`config.mk`:
```
export PLATFORM = sky130hd
export DESIGN_NAME = axil_cmd_master
export DESIGN_NICKNAME = d
export VERILOG_FILES = /design/src/rtl/axil_cmd_master.sv
export SDC_FILE = /design/constraint.sdc
export NUM_CORES = 1
export LEC_CHECK = 0
export CAP_MARGIN = 0
export CORE_MARGIN = 2
export CORE_UTILIZATION = 34
export DETAILED_ROUTE_END_ITERATION = 10
export PLACE_DENSITY = 0.76
export SYNTH_ARGS = -nofsm -noshare
export SYNTH_HDL_FRONTEND = slang
export SYNTH_SLANG_ARGS = --single-unit
```
`constraint.sdc`:
```
create_clock -name clk -period 1.6 [get_ports clk]
set_input_delay 0.16 -clock clk [delete_from_list [all_inputs] [get_ports clk]]
set_output_delay 0.16 -clock clk [all_outputs]
set_load 0.005 [all_outputs]
```
`src/rtl/axil_cmd_master.sv`:
```
// axil_cmd_master: single-outstanding AXI4-lite master driven by a valid/ready command stream.
// Define AXIL_CMD_MASTER_TIMEOUT_EN to enable the sticky watchdog on the timeout output.
module axil_cmd_master #(
   parameter int DATA_WIDTH     = 32,
   parameter int ADDR_WIDTH     = 32,
   parameter int STRB_WIDTH     = DATA_WIDTH/8,
   parameter int TIMEOUT_CYCLES = 1024
) (
   input  logic                  clk,
   input  logic                  rst,
   input  logic                  cmd_valid,
   output logic                  cmd_ready,
   input  logic                  cmd_write,
   input  logic [ADDR_WIDTH-1:0] cmd_addr,
   input  logic [DATA_WIDTH-1:0] cmd_wdata,
   input  logic [STRB_WIDTH-1:0] cmd_wstrb,
   input  logic [2:0]            cmd_prot,
   output logic                  rsp_valid,
   input  logic                  rsp_ready,
   output logic                  rsp_write,
   output logic [DATA_WIDTH-1:0] rsp_rdata,
   output logic [1:0]            rsp_resp,
   output logic [ADDR_WIDTH-1:0] m_axil_awaddr,
   output logic [2:0]            m_axil_awprot,
   output logic                  m_axil_awvalid,
   input  logic                  m_axil_awready,
   output logic [DATA_WIDTH-1:0] m_axil_wdata,
   output logic [STRB_WIDTH-1:0] m_axil_wstrb,
   output logic                  m_axil_wvalid,
   input  logic                  m_axil_wready,
   input  logic [1:0]            m_axil_bresp,
   input  logic                  m_axil_bvalid,
   output logic                  m_axil_bready,
   output logic [ADDR_WIDTH-1:0] m_axil_araddr,
   output logic [2:0]            m_axil_arprot,
   output logic                  m_axil_arvalid,
   input  logic                  m_axil_arready,
   input  logic [DATA_WIDTH-1:0] m_axil_rdata,
   input  logic [1:0]            m_axil_rresp,
   input  logic                  m_axil_rvalid,
   output logic                  m_axil_rready,
   output logic                  busy,
   output logic                  timeout
);
   typedef enum logic [2:0] {IDLE, WR_REQ, WR_RESP, RD_REQ, RD_RESP, RESP} state_t;
   state_t state_q, state_d;
   logic [ADDR_WIDTH-1:0] addr_q, addr_d;
   logic [DATA_WIDTH-1:0] wdata_q, wdata_d, rdata_q, rdata_d;
   logic [STRB_WIDTH-1:0] wstrb_q, wstrb_d;
   logic [2:0] prot_q, prot_d;
   logic [1:0] resp_q, resp_d;
   logic awvalid_q, awvalid_d, wvalid_q, wvalid_d, arvalid_q, arvalid_d;
   logic bready_q, bready_d, rready_q, rready_d;
   logic rsp_valid_q, rsp_valid_d, rsp_write_q, rsp_write_d;
   logic cmd_accept;
   assign cmd_ready  = (state_q == IDLE) && !rst;
   assign cmd_accept = cmd_valid && cmd_ready;
   assign busy       = state_q != IDLE;
   always_comb begin
      state_d     = state_q;
      addr_d      = addr_q;
      wdata_d     = wdata_q;
      wstrb_d     = wstrb_q;
      prot_d      = prot_q;
      rdata_d     = rdata_q;
      resp_d      = resp_q;
      awvalid_d   = awvalid_q;
      wvalid_d    = wvalid_q;
      arvalid_d   = arvalid_q;
      bready_d    = bready_q;
      rready_d    = rready_q;
      rsp_valid_d = rsp_valid_q;
      rsp_write_d = rsp_write_q;
      case (state_q)
         IDLE: if (cmd_valid) begin
            addr_d    = cmd_addr;
            wdata_d   = cmd_wdata;
            wstrb_d   = cmd_wstrb;
            prot_d    = cmd_prot;
            awvalid_d = cmd_write;
            wvalid_d  = cmd_write;
            arvalid_d = !cmd_write;
            state_d   = cmd_write ? WR_REQ : RD_REQ;
         end
         WR_REQ: begin
            // AW and W retire independently; move on only once both are gone
            awvalid_d = awvalid_q && !m_axil_awready;
            wvalid_d  = wvalid_q && !m_axil_wready;
            if (!awvalid_d && !wvalid_d) begin
               bready_d = 1'b1;
               state_d  = WR_RESP;
            end
         end
         WR_RESP: if (m_axil_bvalid) begin
            bready_d    = 1'b0;
            resp_d      = m_axil_bresp;
            rdata_d     = '0;
            rsp_write_d = 1'b1;
            rsp_valid_d = 1'b1;
            state_d     = RESP;
         end
         RD_REQ: if (m_axil_arready) begin
            arvalid_d = 1'b0;
            rready_d  = 1'b1;
            state_d   = RD_RESP;
         end
         RD_RESP: if (m_axil_rvalid) begin
            rready_d    = 1'b0;
            resp_d      = m_axil_rresp;
            rdata_d     = m_axil_rdata;
            rsp_write_d = 1'b0;
            rsp_valid_d = 1'b1;
            state_d     = RESP;
         end
         RESP: if (rsp_ready) begin
            rsp_valid_d = 1'b0;
            state_d     = IDLE;
         end
         default: state_d = IDLE;
      endcase
   end
   always_ff @(posedge clk) begin
      if (rst) begin
         state_q     <= IDLE;
         addr_q      <= '0;
         wdata_q     <= '0;
         wstrb_q     <= '0;
         prot_q      <= '0;
         rdata_q     <= '0;
         resp_q      <= '0;
         awvalid_q   <= 1'b0;
         wvalid_q    <= 1'b0;
         arvalid_q   <= 1'b0;
         bready_q    <= 1'b0;
         rready_q    <= 1'b0;
         rsp_valid_q <= 1'b0;
         rsp_write_q <= 1'b0;
      end else begin
         state_q     <= state_d;
         addr_q      <= addr_d;
         wdata_q     <= wdata_d;
         wstrb_q     <= wstrb_d;
         prot_q      <= prot_d;
         rdata_q     <= rdata_d;
         resp_q      <= resp_d;
         awvalid_q   <= awvalid_d;
         wvalid_q    <= wvalid_d;
         arvalid_q   <= arvalid_d;
         bready_q    <= bready_d;
         rready_q    <= rready_d;
         rsp_valid_q <= rsp_valid_d;
         rsp_write_q <= rsp_write_d;
      end
   end
   assign m_axil_awaddr  = addr_q;
   assign m_axil_awprot  = prot_q;
   assign m_axil_awvalid = awvalid_q;
   assign m_axil_wdata   = wdata_q;
   assign m_axil_wstrb   = wstrb_q;
   assign m_axil_wvalid  = wvalid_q;
   assign m_axil_bready  = bready_q;
   assign m_axil_araddr  = addr_q;
   assign m_axil_arprot  = prot_q;
   assign m_axil_arvalid = arvalid_q;
   assign m_axil_rready  = rready_q;
   assign rsp_valid      = rsp_valid_q;
   assign rsp_write      = rsp_write_q;
   assign rsp_rdata      = rdata_q;
   assign rsp_resp       = resp_q;
`ifdef AXIL_CMD_MASTER_TIMEOUT_EN
   localparam int CW = $clog2(TIMEOUT_CYCLES+1);
   logic [CW-1:0] cnt_q, cnt_d;
   logic timeout_q, timeout_d, in_xfer;
   assign in_xfer = state_q inside {WR_REQ, WR_RESP, RD_REQ, RD_RESP};
   always_comb begin
      cnt_d     = cmd_accept ? '0 : (in_xfer && cnt_q != CW'(TIMEOUT_CYCLES)) ? cnt_q + 1'b1 : cnt_q;
      timeout_d = timeout_q || (cnt_d == CW'(TIMEOUT_CYCLES));
   end
   always_ff @(posedge clk) begin
      if (rst) begin
         cnt_q     <= '0;
         timeout_q <= 1'b0;
      end else begin
         cnt_q     <= cnt_d;
         timeout_q <= timeout_d;
      end
   end
   assign timeout = timeout_q;
`else
   assign timeout = 1'b0;
`endif
endmodule

```
# Yosys cells after proc, flatten, opt, wreduce, memory -nomap -nowiden
# Index checks and enable logic that the tools add are counted.
[totals]
ff_bits = 115
in_bits = 117
out_inout_bits = 150
wordCells = 82
[op_classes]
eq_ne = 11
n_mux = 31
n_reduce_logical = 26
[ops]
columns = ["cell", "count"]
rows = [
  ["two-way mux 32 bit", 2],
  ["case mux 32 bit (2 select lines)", 1],
  ["two-way mux 3 bit", 6],
  ["case mux 3 bit (6 select lines)", 1],
  ["!= test 2 bit, second input constant", 6],
  ["case mux 1 bit (2 select lines)", 6],
  ["AND reduction 3 bit", 4],
  ["two-way mux 1 bit", 10],
  ["nonzero test 2 bit", 5],
  ["== test 3 x 2 -> 1 bit, second input constant", 2],
  ["== test 3 bit, second input constant", 2],
  ["logical NOT 1 bit", 6],
  ["two-way mux 2 bit", 3],
  ["AND reduction 6 bit", 1],
  ["nonzero test 3 bit", 2],
  ["logical AND 1 bit", 4],
  ["case mux 2 bit (2 select lines)", 1],
  ["AND reduction 2 bit", 2],
  ["AND reduction 4 bit", 1],
  ["== test 3 x 1 -> 1 bit, second input constant", 1],
  ["logical NOT 3 bit", 1],
  ["case mux 1 bit (3 select lines)", 1],
]

# Depth between registers and ports, before layout
# Gate-level depths: netlist (run 1).
[depth]
depth_word = 6
mapped_depth = 8
depth_no_buf = 4

# Worst setup path after synthesis (run 1)
# OpenSTA, ideal clock, no wires.
[synth_path]
kind = "reg2reg"
from = "reg state_q[0]"
to = "reg wdata_q[10], in the netlist m_axil_wdata[10]"
setup_time_ns = 0.132
arrival_time_ns = 1.486
required_time_ns = 1.468
path_slack_ns = -0.018
stages_incl_launch_ff = 9
path_buffers = 4
synth_period_minus_slack_ns = 1.618
cell_sequence = "dfxtp_1 > buf_2 > or3_1 > buf_2 > or2_1 > buf_6 > buf_6 > nand2_1 > a21oi_1"
[synth_via]
elab_chain_len = 2
[synth_lines]
columns = ["item", "line_no", "text"]
rows = [
  ["start: declaration", "46", "state_t state_q, state_d;"],
  ["start signal: assignment", "139", "state_q <= state_d;"],
  ["logical NOT 3 bit", "74", "case (state_q)"],
  ["AND reduction 2 bit (no line)", "n/a", ""],
  ["end signal: assignment", "141", "wdata_q <= wdata_d;"],
  ["end: declaration", "48", "logic [DATA_WIDTH-1:0] wdata_q, wdata_d, rdata_q, rdata_d;"],
]
# Every way passes these cells.
# A chain may end at the register's enable or synchronous reset.

# Worst setup path after layout (run 1)
[layout_path]
from = "reg state_q[2]"
to = "reg wdata_q[12], in the netlist m_axil_wdata[12]"
# The elaborated chain is that of the path after synthesis.

==> flow_summary_export.csv, run 1 <==
group,metric,value,unit
global_route,grt_pass1_vias,4226,
timing,worst_slack,0.05250,ns
flow_run,drv_cap,0,
setup_path,critPathLaunchType,"flip-flop",
synth,ys_seq_area_share,49.69,%
setup_path,crit_path_end_kind,"flip-flop",
placement,gp_congestion,0.7888,
route,drtIter0Drc,215,
clock_network,cts_tree,"yes",
route,routed_wl,14380,µm
clock_network,clk_pin_slew,0.05,ns
layout,final_nets,921,
synth,syn_inst,572,
floorplanning,rows,42,
setup_path,cp_cell_sequence,"or3_4, buf_6, nor2_4, buf_4, clkbuf_16, nand2_1, a21oi_1",
placement,portBuffers,265,
synth,synth_cell_types,36,
floorplanning,die_x,120.7,µm
setup_path,critPathKind,"flip-flop to flip-flop",
min_path,hold_class,"input port to flip-flop",
layout,drive_gt1_share,8.813,%
synth,yosys.area.top_type,"dfxtp_1",
clock_network,clock_sinks,115,
floorplanning,core,13300,µm²
layout,fin_area,8035,µm²
timing,hold_viol_final,0,
power_and_ir_drop,ir_drop,0.0007687,V
timing,period_needed,1.548,ns
floorplanning,dieArea,14580,µm²
placement,place_ws,-0.04836,ns
floorplanning,start_util,34.85,%
status,outcome,"finished, final reports clean",
setup_path,cp-startpoint,"state_q[2]",
global_route,grt_pass1_wl,21420,µm
global_route,antenna_found_initial,0,
setup_path,critical_path.max_stage_delay,0.39,ns
min_path,hp-start,"rst",
synth,yosysWarnings,0,
clock_network,clock_latency,0.40,ns
clock_network,cts_buffers,17,
floorplanning,die_h,120.7,µm
layout,layout_commonest_cell,"clkdlybuf4s50_1",
route,vias_per_cell,4.642,
timing,fin_crit_sh,96.72,%
synth,synth_area,4633,µm²
setup_path,critical-path-top-delay-family,"simple AND/OR/NAND/NOR gates",
setup_path,crit_fanout,19,
clock_network,clk_path_buf_depth,2,
route,first_pass_iters,4,
global_route,grt_overflow,0,
power_and_ir_drop,total_leakage_power,0.002898,µW
global_route,grt_max_degree,60,
layout,syn_to_final_growth,73.43,%
route,ant_nets,0,
placement,place_area,7259,µm²
route,drc,0,
layout,final_cell_mix,"clkdlybuf4s50_1 (262), nand2_1 (147), dfxtp_1 (114), a21oi_1 (104), nand2b_1 (34)",
timing,hold_slack,0.2264,ns
synth,synth_flop_cell,"dfxtp_1",
placement,dp_hpwl,10040,µm
synth,synth_seq_cells,115,
synth,syn_area_per_cell,8.100,µm²
clock_network,ctsHoldBuffers,0,
layout,n_antenna_cell,0,
timing,fmax,646.2,MHz
route,via_count,4610,
setup_path,worstPathArrival,1.87,ns
setup_path,cp_slowest_cell,"or3_4",
setup_path,crit_required,1.92,ns
route,routedWlPerCell,14.48,µm
timing,fin_skew,0.007069,ns
clock_network,root_buffer,"clkbuf_16",
clock_network,htreeDepth,4,
synth,synth_top_area_share,49.69,%
timing,slew_viol_final,0,
floorplanning,io_pins,267,
synth,async_reset_ff_share,0,%
power_and_ir_drop,pwr_density_cell,1484,nW/µm²
global_route,grt_usage,18.53,%
setup_path,cp_num_buf_inv,3,
setup_path,reg2reg_from,"state_q[2]",
synth,synth_nets,689,
timing,rsz0062_at_grt,"true",
synth,synth_edf_count,0,
timing,setup_viol,0,
synth,synthTopCellsByArea,"dfxtp_1 (50%), nand2_1 (12%), a21oi_1 (11%)",
-- sequential cells by signal (all words and copies together), names as in the netlist --
signal / flops
m_axil_araddr: 32
m_axil_arprot: 3
m_axil_arvalid: 1
m_axil_awvalid: 1
m_axil_bready: 1
m_axil_rready: 1
m_axil_wdata: 32
m_axil_wstrb: 4
m_axil_wvalid: 1
rsp_rdata: 32
rsp_resp: 2
rsp_valid: 1
rsp_write: 1
state_q: 3
-- cell type report --
type	instances	area, µm²
clock buffer	23	488.0
clock inverter	9	197.7
fill	1202	5260
inverter	3	11.26
multi-input combinational	374	1826
sequential	115	2303
tap	176	220.2
timing repair buffer	293	2989
-- timing repair --
item                                    in CTS  in global routing
pin swaps                                    0                  2
endpoints found under the setup margin       3                 23
buffers inserted                             0                  4
resized for setup                           11                  3
cloned                                       0                  2
-- through the flow --
step                util (%)  setup TNS (ns)  instances  power [µW]
finish                 60.44               0        993       11930
floorplan                  -               0        572        5612
global placement       54.60        -0.07796        955        7370
CTS                    59.76               0        987       11830
detailed placement     54.60         -0.6339        955        7418
global route           60.44        -0.04360        993       12550
-- final timing paths --
path	endpoint	slack, ns	depth (start not counted)
max	m_axil_wdata[12]	0.05	7
min reg2reg	m_axil_wdata[10]	0.45	2
min	m_axil_wdata[5]	0.23	3
max reg2reg	m_axil_wdata[12]	0.05	7
-- synth_stat cells, drive strengths merged (2+ instances only) --
cell type / instances
nand3: 33
nand2b: 34
clkbuf: 19
o21ai: 5
nand2: 147
dfxtp: 115
a311oi: 2
nor3: 3
a21oi: 107
o22ai: 3
nor2b: 4
o21ba: 2
nand3b: 3
buf: 61
nor3b: 2
nor2: 15
inv: 3
-- cells by family after synthesis --
kind of cell / after synthesis / synth area share (%)
multiplexers: 1 / 0.2160
other: 1 / 0.08094
AO/OA/AOI/OAI: 125 / 14.48
flip-flops: 115 / 49.69
AND/OR/NAND/NOR: 247 / 24.14
buffers and inverters: 83 / 11.40
-- per-layer routing --
metal / up-vias / part of all wire (%) / GRT usage, %
li1: 2300 / - / -
met1: 2117 / 41 / 21.10
met2: 179 / 49 / 32.17
met3: 14 / 8.4 / 6.934
met4: 0 / 1.1 / 5.596
met5: - / 0 / 0
-- report_power, final --
group	internal, µW	switching (µW)	total [µW]
Combinational	2250	1750	4010
Clock	3080	1270	4360
Sequential	3300	262	3560
Total	8640	3290	11900
-- worst reg2reg max path, cell delays in order (launching register included) --
cell and delay, ns:
dfxtp_2 0.32, or3_4 0.39, buf_6 0.13, nor2_4 0.11
buf_4 0.14, clkbuf_16 0.18, nand2_1 0.07, a21oi_1 0.12
Note: power is estimated with default switching activity, not from simulation.
==> run 2: changes to the inputs <==
--- a/config.mk
+++ b/config.mk
@@ -5,11 +5,11 @@
 export SDC_FILE = /design/constraint.sdc
 export NUM_CORES = 1
 export LEC_CHECK = 0
-export CAP_MARGIN = 0
+export CAP_MARGIN = 10
 export CORE_MARGIN = 2
 export CORE_UTILIZATION = 34
 export DETAILED_ROUTE_END_ITERATION = 10
-export PLACE_DENSITY = 0.76
+export PLACE_DENSITY = 0.87
 export SYNTH_ARGS = -nofsm -noshare
 export SYNTH_HDL_FRONTEND = slang
 export SYNTH_SLANG_ARGS = --single-unit
==> run 2 against run 1 <==
Combinational power down 6.2%. Worst hold slack got worse by 0.054 ns. Clock skew shrank 0.0011 ns. Sequential share of layout area increased by 0.82 points. Clock-buffer cell count unchanged. Die area stayed put. Critical endpoint is now m_axil_araddr[20]. Critical path depth shrank 2. First-iteration DRC count is 14% higher. Sequential power hardly changed. Clock power fell by 20%. Global-route usage shrank 0.26 points. Largest cell class unchanged. Core utilization shrank 1.7 points.
==> flow_summary_export.csv, run 2 (synthesized netlist as in run 1, its figures left out) <==
group,metric,value,unit
timing,fin_skew,0.005934,ns
clock_network,clk_path_buf_depth,2,
power_and_ir_drop,fin_total_pwr,10810,µW
timing,fmax,653.0,MHz
clock_network,root_buffer,"clkbuf_16",
power_and_ir_drop,p_comb_share,34.8,%
layout,fill_cells,1161,
global_route,grt_overflow,0,
layout,multi_input_area,1839,µm²
setup_path,crit_fanout,42,
layout,drive_gt1_share,7.320,%
route,routedWlPerCell,14.15,µm
power_and_ir_drop,internal-power,7598,µW
clock_network,cts_tree,"yes",
floorplanning,dieArea,14580,µm²
setup_path,worstPathArrival,1.79,ns
layout,regArea,2302,µm²
power_and_ir_drop,total_leakage_power,0.002765,µW
floorplanning,rows,42,
power_and_ir_drop,p_sw,3211,µW
route,ant_nets,0,
placement,portBuffers,265,
layout,n_antenna_cell,0,
timing,slew_viol_final,0,
layout,layout_commonest_cell,"clkdlybuf4s50_1",
layout,fin_area,7807,µm²
setup_path,critical-path-top-delay-family,"simple AND/OR/NAND/NOR gates",
route,drc,0,
setup_path,crit_path_end_kind,"flip-flop",
power_and_ir_drop,switching_share,29.71,%
clock_network,clock_sinks,115,
clock_network,htreeDepth,4,
route,vias_per_cell,4.719,
power_and_ir_drop,ir_drop,0.001054,V
clock_network,cts_buffers,17,
power_and_ir_drop,pwr_density_cell,1384,nW/µm²
flow_run,drv_cap,0,
placement,gp_congestion,0.8069,
global_route,antenna_found_initial,0,
status,outcome,"finished, final reports clean",
min_path,holdPathStages,3,
global_route,grt_max_degree,71,
layout,fin_util,58.72,%
floorplanning,io_pins,267,
clock_network,clk_pin_slew,0.05,ns
timing,period_needed,1.532,ns
floorplanning,start_util,34.85,%
setup_path,cp_num_buf_inv,1,
timing,fin_crit_sh,95.72,%
timing,rsz0062_at_grt,"true",
layout,final_nets,910,
layout,syn_to_final_growth,68.51,%
timing,setup_viol,0,
route,via_count,4634,
setup_path,cp_slowest_cell,"or3_4",
setup_path,critPathLaunchType,"flip-flop",
timing,hold_viol_final,0,
power_and_ir_drop,clock_power_share,32.4,%
setup_path,cp_cell_sequence,"or3_4, or2_4, buf_12, nand2_1, a21oi_1",
global_route,grt_pass1_vias,4433,
placement,place_area,7174,µm²
route,routed_wl,13900,µm
floorplanning,core,13300,µm²
layout,final_cell_mix,"clkdlybuf4s50_1 (262), nand2_1 (147), dfxtp_1 (115), a21oi_1 (106)",
power_and_ir_drop,seqPwrFrac,32.8,%
floorplanning,die_h,120.7,µm
route,first_pass_iters,4,
setup_path,critical_path.max_stage_delay,0.43,ns
clock_network,clock_latency,0.40,ns
setup_path,cp.depth,5,
setup_path,critPathKind,"flip-flop to flip-flop",
placement,dp_hpwl,9810,µm
setup_path,worstRegToRegCells,5,
floorplanning,die_x,120.7,µm
route,drtIter0Drc,246,
min_path,hold_class,"input port to flip-flop",
global_route,grt_pass1_wl,21330,µm
global_route,grt_usage,18.27,%
setup_path,crit_required,1.86,ns
## run 2: worst register-to-register path: cells and delay by family, from the launching register on
kind / cells / cell delay [ns]
and+or+nand+nor: 3 / 0.83
AOI/OAI and AO/OA: 1 / 0.07
DFF: 1 / 0.32
buffers and inverters: 1 / 0.18
## run 2: final cells by class
type	instances	area share (%)
tap	176	2.821
clock buffer	23	6.122
inverter	3	0.1442
multi-input combinational	374	23.56
clock inverter	9	1.026
sequential	115	29.49
timing repair buffer	282	36.84
## run 2: timing repair
item                       4_1_cts  5_1_grt
cloned                           0        1
hold buffers                     0        0
pin swaps                        0        3
setup buffers                    0        2
resized for setup                5       11
setup endpoints to repair       43       65
## run 2: per-stage QoR
step	TNS (ns)	worst slack (ns)	instances	hold slack, ns
after floorplan	0	0.01808	572	0.2556
after global placement	0	0.01008	947	0.4409
after detailed placement	-0.2664	-0.03029	947	0.4460
after CTS	-0.01316	-0.01316	979	0.1374
after global routing	-0.01968	-0.01795	982	0.1671
final	0	0.06849	982	0.1724
## run 2: power by group through the flow
stage / registers [µW] / clock network [µW] / logic, µW
floorplan: 3620 / 0 / 1990
global placement: 3590 / 0 / 3570
detailed placement: 3610 / 0 / 3630
CTS: 3550 / 3590 / 3650
global route: 3600 / 3740 / 4110
finish: 3550 / 3500 / 3760
## run 2: path summary, 6_finish.rpt
check	start	endpoint	slack [ns]
max reg2reg	state_q[0]	m_axil_araddr[20]	0.07
min	rst	state_q[1]	0.17
min reg2reg	m_axil_wstrb[2]	m_axil_wstrb[2]	0.45
max	state_q[0]	m_axil_araddr[20]	0.07
## run 2: per-layer routing
| layer | vias to the layer above | GRT usage [%] | share of wire, % |
|---|---|---|---|
| met2 | 167 | 32.10 | 51 |
| li1 | 2286 | - | - |
| met4 | 0 | 6.032 | 1.5 |
| met3 | 16 | 6.981 | 7.5 |
| met5 | - | 0 | 0 |
| met1 | 2165 | 20.20 | 40 |
